===== config.mk =====
export PLATFORM = sky130hd
export DESIGN_NAME = register_bank
export DESIGN_NICKNAME = d
export VERILOG_FILES = /design/src/rtl/register_bank.sv
export SDC_FILE = /design/constraint.sdc
export NUM_CORES = 1
export LEC_CHECK = 0
export ABC_CLOCK_PERIOD_IN_PS = 2800
export BUFFER_PORTS_ARGS = -buffer_cell sky130_fd_sc_hd__buf_2
export CORE_MARGIN = 10
export CORE_UTILIZATION = 50
export DETAILED_ROUTE_END_ITERATION = 8
export GPL_ROUTABILITY_DRIVEN = 0
export GPL_TIMING_DRIVEN = 0
export HOLD_SLACK_MARGIN = 0.12
export PLACE_DENSITY = 0.67
export RECOVER_POWER = 100
export REMOVE_ABC_BUFFERS = 1
export SLEW_MARGIN = 20
export SYNTH_ARGS = -nofsm -noshare
export SYNTH_HDL_FRONTEND = slang
export SYNTH_SLANG_ARGS = --single-unit

===== constraint.sdc =====
create_clock -name clock -period 2.8 [get_ports clock]
set_input_delay 0.42 -clock clock [delete_from_list [all_inputs] [get_ports clock]]
set_output_delay 0.42 -clock clock [all_outputs]
set_load 0.005 [all_outputs]

===== src/rtl/register_bank.sv =====
// 16 x 32-bit one-hot addressed register file for the single-bus datapath.
// Optional macro REGBANK_R0_HARDZERO_EN turns R0 into a constant-zero register.
module register_bank #(
  parameter int DATA_W   = 32,
  parameter int NUM_REGS = 16
) (
  input  logic                clock,
  input  logic                clear,
  input  logic [NUM_REGS-1:0] RinSignals,
  input  logic [NUM_REGS-1:0] RoutSignals,
  input  logic [DATA_W-1:0]   BusMuxOut,
  output logic [DATA_W-1:0]   BusMuxIn_R,
  output logic [NUM_REGS-1:0] reg_written,
  output logic                rin_err,
  output logic                rout_err
);

  logic [DATA_W-1:0]   store [NUM_REGS];
  logic [NUM_REGS-1:0] wr_mask;
  logic                rin_multi;
  logic                rout_multi;
  logic                rout_one;

  // Clearing the lowest set bit leaves something only when two or more were set.
  function automatic logic multi_hot(input logic [NUM_REGS-1:0] v);
    return (v & (v - NUM_REGS'(1))) != '0;
  endfunction

  assign rin_multi  = multi_hot(RinSignals);
  assign rout_multi = multi_hot(RoutSignals);
  assign rout_one   = (RoutSignals != '0) && !rout_multi;

`ifdef REGBANK_R0_HARDZERO_EN
  assign wr_mask = RinSignals & ~NUM_REGS'(1);
`else
  assign wr_mask = RinSignals;
`endif

  always_ff @(posedge clock) begin
    if (clear) begin
      for (int i = 0; i < NUM_REGS; i++) store[i] <= '0;
      reg_written <= '0;
      rin_err     <= 1'b0;
      rout_err    <= 1'b0;
    end else begin
      for (int i = 0; i < NUM_REGS; i++) begin
        if (wr_mask[i]) store[i] <= BusMuxOut;
      end
      reg_written <= reg_written | wr_mask;
      if (rin_multi)  rin_err  <= 1'b1;
      if (rout_multi) rout_err <= 1'b1;
    end
  end

  // Reads come only from registered state, so a same-cycle write is seen next cycle.
  always_comb begin
    BusMuxIn_R = '0;
    if (rout_one) begin
      for (int i = 0; i < NUM_REGS; i++) begin
        if (RoutSignals[i]) BusMuxIn_R = store[i];
      end
`ifdef REGBANK_R0_HARDZERO_EN
      if (RoutSignals[0]) BusMuxIn_R = '0;
`endif
    end
  end

endmodule

-- Word level (Yosys, flattened, before mapping)
Memories as Yosys holds them, arrays and structs flattened.
Index checks and enable logic that the tools add are counted.
- RAM bits: 512
- flip-flop bits (word level): 18
- output and inout bits: 50
- memories: 1
- word-level logic and storage cells: 113
- bits of input ports: 66
- memories (name ; depth ; bits a word ; rd ports ; clocked after Yosys merged registers in ; write ports ; line ; RTL):
    store ; 16 ; 32 ; 16 ; 0 ; 16 ; 18 ; logic [DATA_W-1:0] store [NUM_REGS];
- $add $sub $neg: 2
- bitwise gates (word level): 19
- multiplexer cells: 83
- reduce and logical (&&, ||, !) cells: 5
- operators with widths (kind ; number):
    32-bit two-way mux ; 33
    1-bit two-way mux ; 50
    16-bit nonzero test ; 3
    16-bit AND ; 2
    16-bit by 1-bit subtractor with 16-bit output (second input constant) ; 2
    1-bit bitwise OR ; 16
    16-bit bitwise OR ; 1
    1-bit logical AND ; 1
    1-bit logical NOT ; 1

-- Longest topological paths before layout
- word-level depth: 17
- gate-level depth with buffers: 9
- gate-level depth less buffers: 6

-- Worst setup path after synthesis
Ideal clock, no wire load.
- path kind: in2out
- start point: input port RoutSignals[1]
- end point: output port BusMuxIn_R[13]
- stages on the path: 8
- arrival time: 2.227 ns
- data required time: 2.380 ns
- path slack: 0.153 ns
- path through: buf_2 -> nor4_4 -> nand3_2 -> a2111oi_2 -> o2111ai_1 -> or3b_4 -> buf_4 -> a211oi_2
- cells in the longest elaborated chain, start to end: 16
- ends and longest elaborated chain (what ; line ; RTL):
    from (decl) ; 10 ; input logic [NUM_REGS-1:0] RoutSignals,
    32-bit two-way mux (15 in a row) ; 60 ; if (RoutSignals[i]) BusMuxIn_R = store[i];
    32-bit two-way mux * ; 58 ; if (rout_one) begin
    to (decl) ; 12 ; output logic [DATA_W-1:0] BusMuxIn_R,
Mark *: on every way between the ends. The rest lies on a longest branch, timed or not.

-- Worst setup path in the final report
- start point: input port RoutSignals[2]
- end point: output port BusMuxIn_R[0]
- cells in the longest elaborated chain, start to end: 15
- ends and longest elaborated chain (what ; line):
    32-bit two-way mux (14 in a row) ; 60
    32-bit two-way mux * ; 58
Marks and branches as above.

==> reports/results.md <==
| Group | Quantity | Value |
|---|---|---|
| outcome | Result of the run | finished, violations left |
| outcome | Violated checks | capacitance limit, slew limit, setup timing |
| setup path | Worst reg-to-reg setup slack | 1.82 ns |
| synth | EDFF count, synth | 512 |
| sta | Peak Freq | 321 MHz |
| cells and area | Number of cells in the finished layout apart from fillers | 2387 |
| setup path | Worst EP required | 2.38 ns |
| power and ir drop | Overall power | 0.0179 W |
| cts | Maximum buffer depth of the clock tree | 3 |
| placed design | Buffers added on ports | 115 |
| floorplan | Std cell rows | 78 |
| cts | Clock root buffer | sky130_fd_sc_hd__clkbuf_16 |
| global route | Wire length of the first global-routing pass | 99.0 mm |
| sta | Slew at the pin with the worst max-slew slack | 2.08 ns |
| detailed routing | Detailed-routing iteration count for the pre-antenna-repair pass | 6 |
| setup path | Critical path arrival | 2.70 ns |
| cells and area | P&R area growth vs syn | 15.4% |
| synth | Top post-synthesis cells by area | sky130_fd_sc_hd__edfxtp_1 (67%), sky130_fd_sc_hd__and2_1 (8.8%), sky130_fd_sc_hd__o22ai_1 (2.5%) |
| power and ir drop | Maximum vdd drop | 0.429 mV |
| detailed routing | Sum of routed wire length over all layers | 68.3 mm |
| cells and area | Layout cell share with drive strength beyond 1 | 0.173 |
| global route | Grt peak-use layer | met2 |
| placed design | Detailed placement HPWL | 35.3 mm |
| synth | Netlist area before placement | 22800 um2 |
| worst hold path | Hold WC Path Type | in2reg |
| cts | Number of H-tree levels | 2 |
| setup path | Start-to-end type of the worst setup path | in2out |
| cells and area | Storage cell area | 15700 um2 |
| cts | Clock latency at the later pin of the worst-skew pair | 0.60 ns |
| synth | Post-synthesis register bit count | 530 |
| global route | GR met3 Demand/Resource | 0.0419 |
| cts | Sink count of the clock tree | 530 |
| global route | Largest net degree at the start of global routing | 68 |
| global route | GRT Resource Usage Total | 0.246 |
| global route | Number of global-route vias before repair | 15300 |
| sta | Final worst path period need | 3.12 ns |
| cts | CTS clock-pin slew for the worst setup and hold paths | 0.06 ns |
| sta | Unrepaired setup endpoints after global routing | true |
| cts | Total clock buffers created by CTS | 53 |
| floorplan | Horizontal extent of the die | 234 um |
| detailed routing | Routed via count divided by cell count | 6.43 |
| synth | Gate count after technology mapping | 1680 |
| cells and area | Count of nets after finishing | 1810 |
| synth | Share of flip-flops with an asynchronous set or reset after synthesis | 0 |
| setup path | Type of destination of the critical path | output pin |
| synth | Cell type contributing the most total cell area after synthesis | sky130_fd_sc_hd__edfxtp_1 |
| global route | Met2 track demand over resource in global routing | 0.403 |
| sta | Final setup margin | -0.317 ns |
| detailed routing | DRT iter0 DRCs | 1786 |
| global route | Met1 capacity usage during global routing | 0.320 |
| floorplan | Effective utilization at floorplan | 0.505 |
| global route | Antenna violations before repair | 1 |
| synth | Proportion of netlist area held by the largest area contributor | 0.674 |
| synth | Average instance area after synthesis | 13.6 um2 |
| sta | Total Negative Setup Slacks | -7.48 ns |
| power and ir drop | Areal power density over the cells | 680 nW/um2 |
| cells and area | FILL cells | 3551 |
| floorplan | IO Count | 116 |
| sta | Final slew viol count | 106 |
| floorplan | Die outline area | 54500 um2 |
| floorplan | Die Span Y | 234 um |
| sta | Post-route clock skew | 0 ns |
| synth | Seq/Total Area, Yosys | 0.690 |
| detailed routing | Remaining number of nets flagged by the antenna check after routing | 0 |
| global route | Overflow left after global routing | 0 |
| floorplan | Core area | 45200 um2 |
| synth | Yosys cell types | 57 |
| cells and area | Multi-input gate area | 6770 um2 |
| cts | Clock tree from TritonCTS | built |
| setup path | Max FO, Critical Path | 28 |
| synth | Number of warnings reported in the yosys synthesis log | 0 |
| flow run | Max-capacitance violation count | 2 |
| detailed routing | Total via count in the routed design | 15300 |
| sta | Worst hold slack across all endpoints | 0.379 ns |
| power and ir drop | Cell leakage power | 9.23 nW |
| sta | Endpoints failing hold | 0 |
| synth | Ys flop type | sky130_fd_sc_hd__edfxtp_1 |
| detailed routing | Average wire length per cell after detail routing | 28.6 um |
| sta | Number of failing setup endpoints in the final timing report | 32 |
| setup path | Startpoint class of the critical path | input pin |
| detailed routing | Post-detailed-route DRC marker count | 0 |
| sta | Post-route clock period utilization | 1.11 |
| placed design | # placed instances | 2242 |
| sta | Slew HR | -0.384 |
-- critical path: stages --
cell and delay, ns:
sky130_fd_sc_hd__buf_6 0.17, sky130_fd_sc_hd__or2_4 0.28, sky130_fd_sc_hd__nor4_1 0.26, sky130_fd_sc_hd__o21ai_0 0.18, sky130_fd_sc_hd__a2bb2oi_2 0.27, sky130_fd_sc_hd__or3b_4 0.49, sky130_fd_sc_hd__nor3b_1 0.37, sky130_fd_sc_hd__buf_2 0.19
-- state kept, by name (all words and copies together), names as in the netlist --
name	count
reg_written	16
rin_err	1
rout_err	1
store	512
-- cells in the mapped netlist, drive strengths merged (2+ instances only) --
master and instances:
a2111oi 14, a211o 5, a211oi 31, a21oi 49, a221o 16, a221oi 52, a22oi 22, and2 320
buf 12, clkbuf 150, dfxtp 18, edfxtp 512, inv 13, nand2 32, nand2b 3, nand3 19
nor2 79, nor2b 46, nor3 17, nor3b 11, nor4 7, nor4b 5, o2111ai 12, o211ai 18
o21a 17, o21ai 19, o221ai 28, o22ai 92, o311ai 9, o41ai 16, or2 20, or3 3
or4 2
-- stage by stage --
stage | instance area, um2 | utilization | setup slack, ns
6_report | 26300 | 0.582 | -0.317
2_1_floorplan | 22200 | - | -0.640
5_1_grt | 26300 | 0.582 | -0.332
4_1_cts | 26200 | 0.579 | -0.180
3_3_place_gp | 23500 | 0.520 | -3.83
3_5_place_dp | 23700 | 0.525 | -1.72
-- repair_timing --
action / 4_1_cts / 5_1_grt
cloned: 5 / 1
buffers inserted: 31 / 2
pin swaps: 25 / 3
endpoints found under the hold margin: 6 / 0
resized for setup: 94 / 17
setup endpoints to repair: 32 / 32
hold buffers: 6 / 0
-- cell usage in the layout (no fill, tap or decap), types with 8 or more instances in the layout --
| master | n |
|---|---|
| sky130_fd_sc_hd__edfxtp_1 | 512 |
| sky130_fd_sc_hd__and2_0 | 225 |
| sky130_fd_sc_hd__and2_1 | 95 |
| sky130_fd_sc_hd__o22ai_1 | 92 |
| sky130_fd_sc_hd__buf_2 | 84 |
| sky130_fd_sc_hd__nor2_1 | 78 |
| sky130_fd_sc_hd__clkbuf_16 | 55 |
| sky130_fd_sc_hd__a221oi_1 | 52 |
| sky130_fd_sc_hd__a21oi_1 | 49 |
| sky130_fd_sc_hd__nor2b_1 | 42 |
| sky130_fd_sc_hd__buf_4 | 33 |
| sky130_fd_sc_hd__o221ai_1 | 28 |
| sky130_fd_sc_hd__nand2_1 | 26 |
| sky130_fd_sc_hd__clkbuf_1 | 26 |
| sky130_fd_sc_hd__a22oi_1 | 22 |
| sky130_fd_sc_hd__a211oi_1 | 20 |
| sky130_fd_sc_hd__o211ai_1 | 18 |
| sky130_fd_sc_hd__nand3_1 | 18 |
| sky130_fd_sc_hd__dfxtp_1 | 18 |
| sky130_fd_sc_hd__o21ai_0 | 17 |
| sky130_fd_sc_hd__o21a_1 | 17 |
| sky130_fd_sc_hd__or2_2 | 16 |
| sky130_fd_sc_hd__a221o_1 | 16 |
| sky130_fd_sc_hd__o41ai_1 | 16 |
| sky130_fd_sc_hd__nor3_1 | 15 |
| sky130_fd_sc_hd__clkinv_2 | 14 |
| sky130_fd_sc_hd__o2111ai_1 | 11 |
| sky130_fd_sc_hd__a211oi_2 | 10 |
| sky130_fd_sc_hd__clkinv_1 | 10 |
| sky130_fd_sc_hd__nor3b_4 | 8 |
| sky130_fd_sc_hd__buf_16 | 8 |
-- cell families (layout without fill, tap and decap cells) --
| family | Yosys count | count (layout) | share of synthesized area |
|---|---|---|---|
| and+or+nand+nor | 565 | 567 | 0.145 |
| buffers and inverters | 175 | 279 | 0.0296 |
| AOI/OAI and AO/OA | 410 | 410 | 0.135 |
| other | 0 | 1 | 0 |
| DFF | 530 | 530 | 0.690 |
-- power by group --
group,switching [W],leakage (nW),internal [W]
clock,0.00302,0.805,0.00373
sequential,0.000187,5.62,0.00943
combinational,0.00105,2.80,0.000478
-- path summary, 6_finish.rpt --
check                            startpoint                   endpoint  cells after the start
setup / recovery             RoutSignals[2]              BusMuxIn_R[0]                      8
hold / removal                BusMuxOut[11]    store[1][171]$_DFFE_PP_                      2
setup reg to reg       rin_err$_SDFFE_PP0P_       rin_err$_SDFFE_PP0P_                      4
hold reg to reg   reg_written[7]$_SDFF_PP0_  reg_written[7]$_SDFF_PP0_                      2
-- final cells by class --
type / count / share of cell area
flip-flops and latches: 530 / 0.598
multi-input cells: 977 / 0.257
clock buffers: 67 / 0.0547
repair buffers: 168 / 0.0513
well taps: 600 / 0.0285
clock inverters: 30 / 0.00709
inverters: 13 / 0.00271
repair inverters: 1 / 0.000285
diodes: 1 / 0.0000951
-- metal layers --
layer / share of wire / routed length, um
met1: 0.39 / 26400
met2: 0.48 / 32800
met3: 0.096 / 6580
met4: 0.037 / 2530
met5: 0 / 0
Note: power is estimated with default switching activity, not from simulation.
